[config.mk]
export PLATFORM = sky130hd
export DESIGN_NAME = aes256_host_ctrl
export DESIGN_NICKNAME = d
export VERILOG_FILES = /design/src/rtl/aes256_pkg.sv /design/src/rtl/aes256_byte_collector.sv /design/src/rtl/aes256_host_ctrl.sv
export SDC_FILE = /design/constraint.sdc
export NUM_CORES = 1
export LEC_CHECK = 0
export CORE_AREA = 2 2 362 364
export CTS_BUF_LIST = sky130_fd_sc_hd__clkbuf_4 sky130_fd_sc_hd__clkbuf_8
export CTS_CLUSTER_SIZE = 40
export DETAILED_ROUTE_END_ITERATION = 10
export DIE_AREA = 0 0 364 366
export GPL_ROUTABILITY_DRIVEN = 0
export PLACE_DENSITY = 0.4
export SLEW_MARGIN = 20
export SYNTH_ARGS = -nofsm -noshare
export SYNTH_HDL_FRONTEND = slang
export SYNTH_SLANG_ARGS = --single-unit
[constraint.sdc]
create_clock -name clk -period 5.1 [get_ports clk]
set_input_delay 0.765 -clock clk [delete_from_list [all_inputs] [get_ports clk]]
set_output_delay 0.765 -clock clk [all_outputs]
set_load 0.1 [all_outputs]
[src/rtl/aes256_pkg.sv]
// Shared types and constants for the AES-256 host-side controller.
package aes256_pkg;

  localparam int unsigned AES_KEY_W     = 256;
  localparam int unsigned AES_BLK_W     = 128;
  localparam int unsigned AES_BLK_BYTES = 16;

  typedef enum logic [2:0] {
    NOKEY    = 3'd0,
    KEYEXP   = 3'd1,
    READY    = 3'd2,
    LAUNCH   = 3'd3,
    WAITENC  = 3'd4,
    REQ      = 3'd5,
    WAITBYTE = 3'd6,
    OUT      = 3'd7
  } host_state_e;

  // States in which the controller is occupied with the engine.
  function automatic logic is_busy_state(input host_state_e s);
    return !((s == NOKEY) || (s == READY) || (s == OUT));
  endfunction

  // States that wait on an engine response and are guarded by the timeout.
  function automatic logic is_wait_state(input host_state_e s);
    return (s == KEYEXP) || (s == WAITENC) || (s == WAITBYTE);
  endfunction

endpackage

[src/rtl/aes256_byte_collector.sv]
// Reassembles the 16 ciphertext bytes (most significant first) into one block.
module aes256_byte_collector
  import aes256_pkg::*;
(
  input  logic                 clk,
  input  logic                 rst,
  input  logic                 clear,
  input  logic                 shift,
  input  logic [7:0]           byte_in,
  output logic [AES_BLK_W-1:0] data,
  output logic                 last
);

  logic [AES_BLK_W-1:0] shift_d, shift_q;
  logic [3:0]           cnt_d, cnt_q;

  // Next shift-register contents and byte count; clear wins over shift.
  always_comb begin
    shift_d = shift_q;
    cnt_d   = cnt_q;
    if (clear) begin
      shift_d = '0;
      cnt_d   = 4'd0;
    end else if (shift) begin
      shift_d = {shift_q[AES_BLK_W-9:0], byte_in};
      cnt_d   = cnt_q + 4'd1;
    end else begin
      shift_d = shift_q;
      cnt_d   = cnt_q;
    end
  end

  // Collector state registers.
  always_ff @(posedge clk or negedge rst) begin
    if (!rst) begin
      shift_q <= '0;
      cnt_q   <= 4'd0;
    end else begin
      shift_q <= shift_d;
      cnt_q   <= cnt_d;
    end
  end

  assign data = shift_q;
  // The byte being shifted while this is high completes the block.
  assign last = (cnt_q == 4'(AES_BLK_BYTES - 1));

endmodule

[src/rtl/aes256_host_ctrl.sv]
// Requester-side controller for the AES-256 loading engine: key load,
// block launch, byte-by-byte ciphertext readout and stream hand-off.
module aes256_host_ctrl
  import aes256_pkg::*;
#(
  parameter int unsigned TIMEOUT_CYCLES = 1023,
  parameter int unsigned CNT_W          = 10
) (
  input  logic                 clk,
  input  logic                 rst,
  input  logic                 cfg_key_load,
  input  logic [AES_KEY_W-1:0] cfg_key,
  output logic                 key_loaded,
  input  logic                 pt_valid,
  output logic                 pt_ready,
  input  logic [AES_BLK_W-1:0] pt_data,
  output logic                 ct_valid,
  input  logic                 ct_ready,
  output logic [AES_BLK_W-1:0] ct_data,
  output logic                 eng_key_expand_start,
  output logic [AES_KEY_W-1:0] eng_master_key,
  input  logic                 eng_key_ready,
  output logic                 eng_next_val_req,
  output logic [AES_BLK_W-1:0] eng_data_in,
  input  logic                 eng_enc_done,
  input  logic                 eng_next_val_ready,
  input  logic [7:0]           eng_data_out,
  output logic                 busy,
  output logic                 timeout_err
);

  host_state_e          state_d, state_q;
  logic [CNT_W-1:0]     tmo_d, tmo_q;
  logic [AES_KEY_W-1:0] key_d, key_q;
  logic [AES_BLK_W-1:0] pt_d, pt_q;
  logic                 key_loaded_d, key_loaded_q;
  logic                 terr_d, terr_q;
  logic                 kstart_q, req_q, pt_ready_q, ct_valid_q, busy_q;
  logic                 kstart_s, clr_s, shift_s, abort_s, last_s, expired_s;

  // The wait has lasted TIMEOUT_CYCLES cycles once the counter would reach it.
  assign expired_s = (tmo_q == CNT_W'(TIMEOUT_CYCLES - 1));

  aes256_byte_collector u_collector (
    .clk     (clk),
    .rst     (rst),
    .clear   (clr_s),
    .shift   (shift_s),
    .byte_in (eng_data_out),
    .data    (ct_data),
    .last    (last_s)
  );

  // Next-state logic; an engine response in the same cycle beats the timeout.
  always_comb begin
    state_d      = state_q;
    key_d        = key_q;
    pt_d         = pt_q;
    key_loaded_d = key_loaded_q;
    terr_d       = terr_q;
    kstart_s     = 1'b0;
    clr_s        = 1'b0;
    shift_s      = 1'b0;
    abort_s      = 1'b0;
    case (state_q)
      NOKEY: begin
        if (cfg_key_load) begin
          key_d    = cfg_key;
          kstart_s = 1'b1;
          terr_d   = 1'b0;
          state_d  = KEYEXP;
        end else begin
          state_d = NOKEY;
        end
      end
      KEYEXP: begin
        if (eng_key_ready) begin
          key_loaded_d = 1'b1;
          state_d      = READY;
        end else if (expired_s) begin
          abort_s = 1'b1;
        end else begin
          state_d = KEYEXP;
        end
      end
      READY: begin
        // A plaintext handshake takes priority over a simultaneous key load.
        if (pt_valid && pt_ready_q) begin
          pt_d    = pt_data;
          state_d = LAUNCH;
        end else if (cfg_key_load) begin
          key_loaded_d = 1'b0;
          key_d        = cfg_key;
          kstart_s     = 1'b1;
          terr_d       = 1'b0;
          state_d      = KEYEXP;
        end else begin
          state_d = READY;
        end
      end
      LAUNCH:  state_d = WAITENC;
      WAITENC: begin
        if (eng_enc_done) begin
          clr_s   = 1'b1;
          state_d = REQ;
        end else if (expired_s) begin
          abort_s = 1'b1;
        end else begin
          state_d = WAITENC;
        end
      end
      REQ:     state_d = WAITBYTE;
      WAITBYTE: begin
        if (eng_next_val_ready) begin
          shift_s = 1'b1;
          state_d = last_s ? OUT : REQ;
        end else if (expired_s) begin
          abort_s = 1'b1;
        end else begin
          state_d = WAITBYTE;
        end
      end
      OUT: begin
        if (ct_ready) begin
          state_d = READY;
        end else begin
          state_d = OUT;
        end
      end
      default: state_d = NOKEY;
    endcase
    // Abort drops the key and any partial ciphertext.
    if (abort_s) begin
      terr_d       = 1'b1;
      key_loaded_d = 1'b0;
      clr_s        = 1'b1;
      state_d      = NOKEY;
    end else begin
      terr_d = terr_d;
    end
  end

  // Timeout counter: restarts on every state entry, advances only while waiting.
  always_comb begin
    if (state_d != state_q) begin
      tmo_d = '0;
    end else if (is_wait_state(state_q)) begin
      tmo_d = tmo_q + CNT_W'(1);
    end else begin
      tmo_d = '0;
    end
  end

  // State, data registers and registered outputs decoded from the next state.
  always_ff @(posedge clk or negedge rst) begin
    if (!rst) begin
      state_q      <= NOKEY;
      tmo_q        <= '0;
      key_q        <= '0;
      pt_q         <= '0;
      key_loaded_q <= 1'b0;
      terr_q       <= 1'b0;
      kstart_q     <= 1'b0;
      req_q        <= 1'b0;
      pt_ready_q   <= 1'b0;
      ct_valid_q   <= 1'b0;
      busy_q       <= 1'b0;
    end else begin
      state_q      <= state_d;
      tmo_q        <= tmo_d;
      key_q        <= key_d;
      pt_q         <= pt_d;
      key_loaded_q <= key_loaded_d;
      terr_q       <= terr_d;
      kstart_q     <= kstart_s;
      req_q        <= (state_d == LAUNCH) || (state_d == REQ);
      pt_ready_q   <= (state_d == READY);
      ct_valid_q   <= (state_d == OUT);
      busy_q       <= is_busy_state(state_d);
    end
  end

  assign key_loaded           = key_loaded_q;
  assign pt_ready             = pt_ready_q;
  assign ct_valid             = ct_valid_q;
  assign eng_key_expand_start = kstart_q;
  assign eng_master_key       = key_q;
  assign eng_next_val_req     = req_q;
  assign eng_data_in          = pt_q;
  assign busy                 = busy_q;
  assign timeout_err          = terr_q;

endmodule

Word-level counts from Yosys, hierarchy flattened
Index checks and enable logic that the tools add are counted.

storage, ports and cells
  register bits after elaboration = 536
  input bits = 400
  output and inout bits = 519
  word-level logic and storage cells = 94

cells by class
  add/sub/neg operators = 2
  equal/unequal tests = 18
  multiplexer cells = 44
  reduce and logical (&&, ||, !) cells = 17

operators with widths
  operator                                                                number
  256-bit 2-to-1 mux                                                      2
  256-bit one-hot mux with 2 select lines                                 1
  128-bit 2-to-1 mux                                                      2
  3-bit 2-to-1 mux                                                        8
  3-bit one-hot mux with 8 select lines                                   1
  10-bit 2-to-1 mux                                                       2
  1-bit 2-to-1 mux                                                        19
  3-bit equality test (second input constant)                             6
  3-bit by 2-bit equality test with 1-bit output (second input constant)  4
  10-bit by 1-bit adder with 10-bit output (second input constant)        1
  10-bit equality test (second input constant)                            1
  3-bit != test (second input constant)                                   3
  4-bit 2-to-1 mux                                                        2
  3-bit zero test                                                         2
  2-bit 2-to-1 mux                                                        3
  1-bit one-hot mux with 2 select lines                                   3
  2-bit AND reduction                                                     3
  3-bit nonzero test                                                      2
  1-bit logical OR                                                        5
  4-bit by 1-bit adder with 4-bit output (second input constant)          1
  4-bit equality test (second input constant)                             1
  4-bit AND reduction                                                     1
  2-bit nonzero test                                                      2
  3-bit by 1-bit equality test with 1-bit output (second input constant)  1
  other kinds (5)                                                         5

Depth between registers and ports, before layout
  depth in word-level cells = 9
  gate-level depth with buffers = 9

Cells and area by module
From an unflattened synthesis, not the netlist that was laid out.

second synthesis, totals
  cells, all modules = 1361
  area, all modules = 20672.3 sq um

modules (own cells, without submodules)
  module                 times used  cells each  area an instance (sq um)  seq. area each (sq um)
  aes256_host_ctrl       1           930         15265.9                   10109.7
  aes256_byte_collector  1           431         5406.4                    3303.2

Worst setup path before layout
Ideal clock, no wire load.

  path type = reg-to-reg
  start point = reg pt_ready_q, in the netlist pt_ready
  end point = reg pt_q[0], in the netlist eng_data_in[0]
  data arrival time = 2207 ps
  required time = 4975 ps
  setup slack = 2768 ps
  cell stages (with the launch flop) = 6
  buffers on the path = 2
  clock period less this slack = 2332 ps
  cells stage by stage = dfrtp_1 -> nand2_1 -> nor3_1 -> clkbuf_1 -> buf_2 -> mux2_2

on the way
  word-level cells in the longest chain between the ends = 2

RTL lines
  what                           RTL line                 source
  from (decl)                    aes256_host_ctrl.sv:38   logic kstart_q, req_q, pt_ready_q, ct_valid_q, busy_q;
  from (signal assigned)         aes256_host_ctrl.sv:177  pt_ready_q <= (state_d == READY);
  1-bit logical AND              aes256_host_ctrl.sv:88   if (pt_valid && pt_ready_q) begin
  2-bit AND reduction (no line)  --
  to (signal assigned)           aes256_host_ctrl.sv:172  pt_q <= pt_d;
  to (decl)                      aes256_host_ctrl.sv:35   logic [AES_BLK_W-1:0] pt_d, pt_q;

No other way between the ends.
A chain may end at the register's enable or synchronous reset.

Worst setup path after layout
  start point = reg u_collector.shift_q[103], in the netlist u_collector.data[103]
  end point = out ct_data[103]

RTL lines
  what                    RTL line                     source
  from (decl)             aes256_byte_collector.sv:14  logic [AES_BLK_W-1:0] shift_d, shift_q;
  from (signal assigned)  aes256_byte_collector.sv:39  shift_q <= shift_d;
  to (decl)               aes256_host_ctrl.sv:19       output logic [AES_BLK_W-1:0] ct_data,

No word-level cell between the ends.

==> impl_metrics.env <==
export IMPL_gr_total_overflow=0
export IMPL_die_x_microns=364
export IMPL_pin_count=919
export IMPL_dr_pass1_iters=4
export IMPL_root_buffer="clkbuf_8"
export IMPL_cts_setup_buffers=0
export IMPL_cts_tree="yes"
export IMPL_worstSetupPathType="reg2out"
export IMPL_end_kind="output port"
export IMPL_yosysMostFrequentCell="dfrtp_1"
export IMPL_worst_clock_skew_ps=27.9
export IMPL_syn_area_sq_um=20900
export IMPL_dp_hpwl_mm=65.0
export IMPL_fin_crit_sh_pct=64.7
export IMPL_ys_warn_count=0
export IMPL_status="finished clean"
export IMPL_cts_buffers=106
export IMPL_postSynthCellCount=1487
export IMPL_clk_transition_reported_paths_ps=50
export IMPL_max_stage_delay_ps=1280
export IMPL_crit_buf_inv=1
export IMPL_synth_ff_type="dfrtp_1"
export IMPL_drt_iter0_markers=588
export IMPL_fin_nets=2848
export IMPL_synth_distinct_cells=40
export IMPL_place_area_sq_um=31900
export IMPL_finalSetupTns_ps=0
export IMPL_post_synth_top_area_cell="dfrtp_1"
export IMPL_min_from="eng_master_key[76]"
export IMPL_antenna_left=0
export IMPL_setup_viol=0
export IMPL_maxCapViolCount=0
export IMPL_fin_util_pct=26.5
export IMPL_drc=0
export IMPL_synth_nets=1890
export IMPL_r2r_start="state_q[0]"
export IMPL_rrSetupSlack_ps=2170
export IMPL_antenna_found_initial=24
export IMPL_clk_path_buf_depth=3
export IMPL_numPortBuffers=918
export IMPL_worstSetupStartpoint="u_collector.data[103]"
export IMPL_syn2layout_area_growth_pct=64.2
export IMPL_num_fill_cells=13424
export IMPL_synth_common_cells="dfrtp_1, mux2_2, nand2_1"
export IMPL_crit_fanout=3
export IMPL_slowest_stage="clkdlybuf4s50_1"
export IMPL_die_h_microns=366
export IMPL_rows=132
export IMPL_r2r_end="u_collector.data[92]"
export IMPL_hold_end="eng_master_key[76]"
export IMPL_path_delay_family="buffers and inverters"
export IMPL_critPathRequiredTime_ps=4340
export IMPL_critPathArrivalTime_ps=2530
export IMPL_worst_hold_path_type="reg2reg"
export IMPL_dr_total_vias=15484
export IMPL_max_clock_freq_mhz=303
export IMPL_cts_htree_levels=3
export IMPL_grt_pass1_wl_mm=124
export IMPL_r2r_cells=6
export IMPL_die_area_sq_um=133000
export IMPL_cts_sink_count=536
export IMPL_grtUsageTotal_pct=12.8
export IMPL_wl_mm=87.3
export IMPL_seq_area_frac_synth_pct=64.3
export IMPL_grt_setup_unrepaired="false"
export IMPL_hold_worst_slack_ps=480
export IMPL_wl_per_cell_microns=20.4
export IMPL_grt_max_degree=130
export IMPL_path_cells="clkdlybuf4s50_1"
export IMPL_async_reset_ff_share_pct=100
export IMPL_start_util_pct=16.2
export IMPL_post_synth_top_area_fraction_pct=64.3
export IMPL_synth_edf_count=0
export IMPL_clock_latency_ps=780
export IMPL_drive_gt1_share_pct=24.5
export IMPL_final_cell_area_sq_um=34200
export IMPL_hold_depth=1
export IMPL_final_hold_viol_count=0
export IMPL_startpoint_type="flop"
export IMPL_layout_min_cycle_time_ps=3300
export IMPL_slew_headroom_pct=19.8
export IMPL_worst_pin_slew_ps=1200
export IMPL_synth_area_per_cell_sq_um=14.0
export IMPL_grt_pass1_vias=17293
export IMPL_synth_seq_cells=536
export IMPL_synth_area_top_cells="dfrtp_1, mux2_2, nand2_1"
export IMPL_via_per_inst=3.62
export IMPL_slew_viol_final=0
export IMPL_core_sq_um=129000
-- worst max path at each step --
| stage | cells past startpoint | to | slack [ps] |
|---|---|---|---|
| detailed placement | 7 | u_collector.data[85] | 1540 |
| finish | 1 | ct_data[103] | 1800 |
| global placement | 7 | u_collector.data[93] | 1540 |
| global route | 1 | eng_data_in[94] | 1660 |
| floorplan | 5 | eng_data_in[0] | 2770 |
| CTS | 1 | eng_data_in[100] | 1650 |
-- flip-flops by register name, summed over array words and instances, names as in the netlist --
register and flops:
eng_data_in 128, timeout_err 1, tmo_q 10, eng_key_expand_start 1, busy 1, key_loaded 1, state_q 3, u_collector.data 128
eng_master_key 256, pt_ready 1, eng_next_val_req 1, ct_valid 1, u_collector.cnt_q 4
-- cell families after synthesis --
logic type / after synthesis / share of synthesized area (%)
flip-flops: 536 / 64.3
multiplexers: 385 / 20.8
AND/OR/NAND/NOR: 315 / 6.10
AO/OA/AOI/OAI: 144 / 5.17
buffers and inverters: 92 / 2.95
XOR/XNOR: 12 / 0.504
adder cells (fa/ha/maj): 3 / 0.180
-- per-layer routing --
layer / wire length (microns) / share of wire, % / vias to the layer above / track usage, %
met5: 127 / 0.15 / - / 0
met4: 2900 / 3.3 / 22 / 4.88
met3: 7780 / 8.9 / 171 / 5.36
met2: 44700 / 51 / 538 / 22.7
met1: 31800 / 36 / 7721 / 13.3
li1: - / - / 7032 / -
-- metrics by stage --
stage	worst slack, ps	instances
after floorplan	2770	1487
after global placement	1540	4078
after detailed placement	1540	4078
after CTS	1650	4267
after global routing	1660	4277
final	1800	4282
-- placed cells by master, fill, tap and decap left out, types with 20 or more instances in the layout --
cell,synthesis,final
nor2_1,20,20
a21oi_2,81,81
mux2_1,70,70
mux2_2,314,314
a21oi_1,50,50
dfrtp_1,536,536
clkbuf_4,0,38
nand2_1,267,267
clkbuf_8,0,135
clkdlybuf4s50_1,0,910
-- layout make-up --
cell class	instances	area (sq um)	area share, %
multi-input cells	859	6870	20.1
clock buffers	173	2140	6.26
well taps	1742	2180	6.37
repair buffers	939	9440	27.6
inverters	3	11.3	0.0329
clock inverters	15	145	0.424
diodes	15	37.5	0.110
flip-flops and latches	536	13400	39.2
-- timing repair --
action                                  4_1_cts  5_1_grt
endpoints found under the setup margin        0        0
hold buffers                                  1        0
hold endpoints to repair                     10        0
resized for setup                             0        0
Power is left out: the tool's default activity adds up to more than one toggle a clock period on the data nets, which glitch-free logic cannot reach.
==> RTL edit: new RTL, config.mk and constraints unchanged <==
Set the parameter `TIMEOUT_CYCLES` to 511 (it was 1023).
--- a/src/rtl/aes256_host_ctrl.sv
+++ b/src/rtl/aes256_host_ctrl.sv
@@ -5,3 +5,3 @@
 #(
-  parameter int unsigned TIMEOUT_CYCLES = 1023,
+  parameter int unsigned TIMEOUT_CYCLES = 511,
   parameter int unsigned CNT_W          = 10
Function: same outputs for any inputs over 4 cycles, from zero or initial values and one cycle with rst low; that may be too few to reach the edited logic, so the function may still have changed.
==> RTL edit against the unedited design <==
Synthesized area down 1.6%. Sequential cell count unchanged. Design area down 0.90%. Sequential share of layout area up 0.35 points. Largest cell class unchanged. Clock skew up 0.032 ns. First-iteration DRC count down 1.2%. Critical path type unchanged. Worst setup slack worse by 0.027 ns. Routed wire length up 1.8%. Utilization down 0.24 points.
Power is left out: the tool's default activity adds up to more than one toggle a clock period on the data nets, which glitch-free logic cannot reach.
==> RTL edit: results (changes against the unedited design) <==
* Status: finished, final reports clean
* Fill count at 13,400 (+0.022%)
* Number of design-rule violations left by the first detailed-router iteration at 581 (-1.2%)
* Multiplexer share of the synthesized area at 21.2% (+0.39 points)
* Worst hold margin at 0.0797 ns (-0.401 ns)
* Via count at 15,700 (+1.2%)
* Cells after DPL at 4,088 (+0.25%)
* Wire length on met2 at 42,500 um (-5.1%)
* Synthesized netlist cell count at 1,488 (+0.067%)
* Sequential-to-total area share from yosys stat at 65.4% (+1.0 points)
* Adder-cell share of the synthesized area at 0.183% (+0.0029 points)
* Aggregate global-route resource usage at 12.9% (+0.14 points)
* Commonest cells in the netlist: sky130_fd_sc_hd__dfrtp_1, sky130_fd_sc_hd__nand2_1, sky130_fd_sc_hd__mux2_1
* Nets in the synthesized netlist at 1,891 (+0.053%)
* Sum of net half-perimeters after detailed placement at 67,500 um (+3.8%)
* Number of library cell types mapped by synthesis at 39 (-2.5%)
* Number of antenna violations at the first check in global routing at 31 (+29%)
* Leading post-synthesis cells by cell area: sky130_fd_sc_hd__dfrtp_1, sky130_fd_sc_hd__mux2_1, sky130_fd_sc_hd__mux2_2, sky130_fd_sc_hd__nand2_1, sky130_fd_sc_hd__a21oi_1
* Via count of the first global-routing pass at 17,300 (-0.046%)
* Global-route wire length before repair at 126,000 um (+1.0%)
* Largest net degree at the start of global routing at 114 (-12%)
* Non-Filler Instances at 4,289 (+0.16%)
* Met1 wire length at 33,400 um (+5.2%)
* Data arrival time of the critical path at 2.56 ns (+0.03 ns)
* Detailed Route WL at 88,900 um (+1.8%)
* DR pass1 iterations at 5 (+1)
* Type of the most critical hold path: primary input to asynchronous set/reset pin
* Clock Skews at 0.0599 ns (+0.0320 ns)
* DR WL met3 at 9610 um (+24%)
* Complex-gate fraction of the synthesized area at 3.75% (-1.4 points)
* Final #Nets at 2,856 (+0.28%)
* Capture point of the worst reg-to-reg path: u_collector.data[83]
* CTS Buf Count at 105 (-0.94%)
-- RTL edit: stage by stage --
| step | utilization [%] | instance area, um2 |
|---|---|---|
| finish | 26.3 | 33900 |
| global placement | 24.5 | 31600 |
| floorplan | - | 20500 |
| global route | 26.3 | 33900 |
| detailed placement | 24.5 | 31600 |
| CTS | 26.3 | 33900 |
-- RTL edit: kinds of logic (layout without fill, tap and decap cells) --
kind of cell / Yosys count / count (layout)
AND/OR/NAND/NOR: 314 / 314
buffers and inverters: 93 / 1140
AO/OA/AOI/OAI: 145 / 145
XOR/XNOR: 11 / 11
adder cells (fa/ha/maj): 3 / 3
multiplexers: 386 / 386
flip-flops: 536 / 536
other: 0 / 12
-- RTL edit: layer usage --
metal,vias to the layer above,GRT usage (%)
met1,7767,14.1
li1,7040,-
met5,-,0
met4,24,5.04
met2,666,21.5
met3,170,6.27
-- RTL edit: area by class of cell --
class	instances	area (um2)	area share (%)
clock buffers	166	2070	6.09
repair buffers	947	9490	28.0
flip-flops and latches	536	13400	39.5
clock inverters	23	203	0.597
well taps	1742	2180	6.42
inverters	4	15.0	0.0443
multi-input cells	859	6540	19.3
diodes	12	30.0	0.0885
-- RTL edit: worst max path at each step --
stage                                   start                   end  slack, ns  cells after the start
after global routing      u_collector.data[3]            ct_data[3]       1.57                      1
after global placement          eng_key_ready  u_collector.data[97]       1.65                      6
final                     u_collector.data[3]            ct_data[3]       1.78                      1
after CTS                 u_collector.data[3]            ct_data[3]       1.57                      1
after detailed placement        eng_key_ready  u_collector.data[68]       1.68                      6
after floorplan                      pt_ready   eng_master_key[127]       2.89                      5
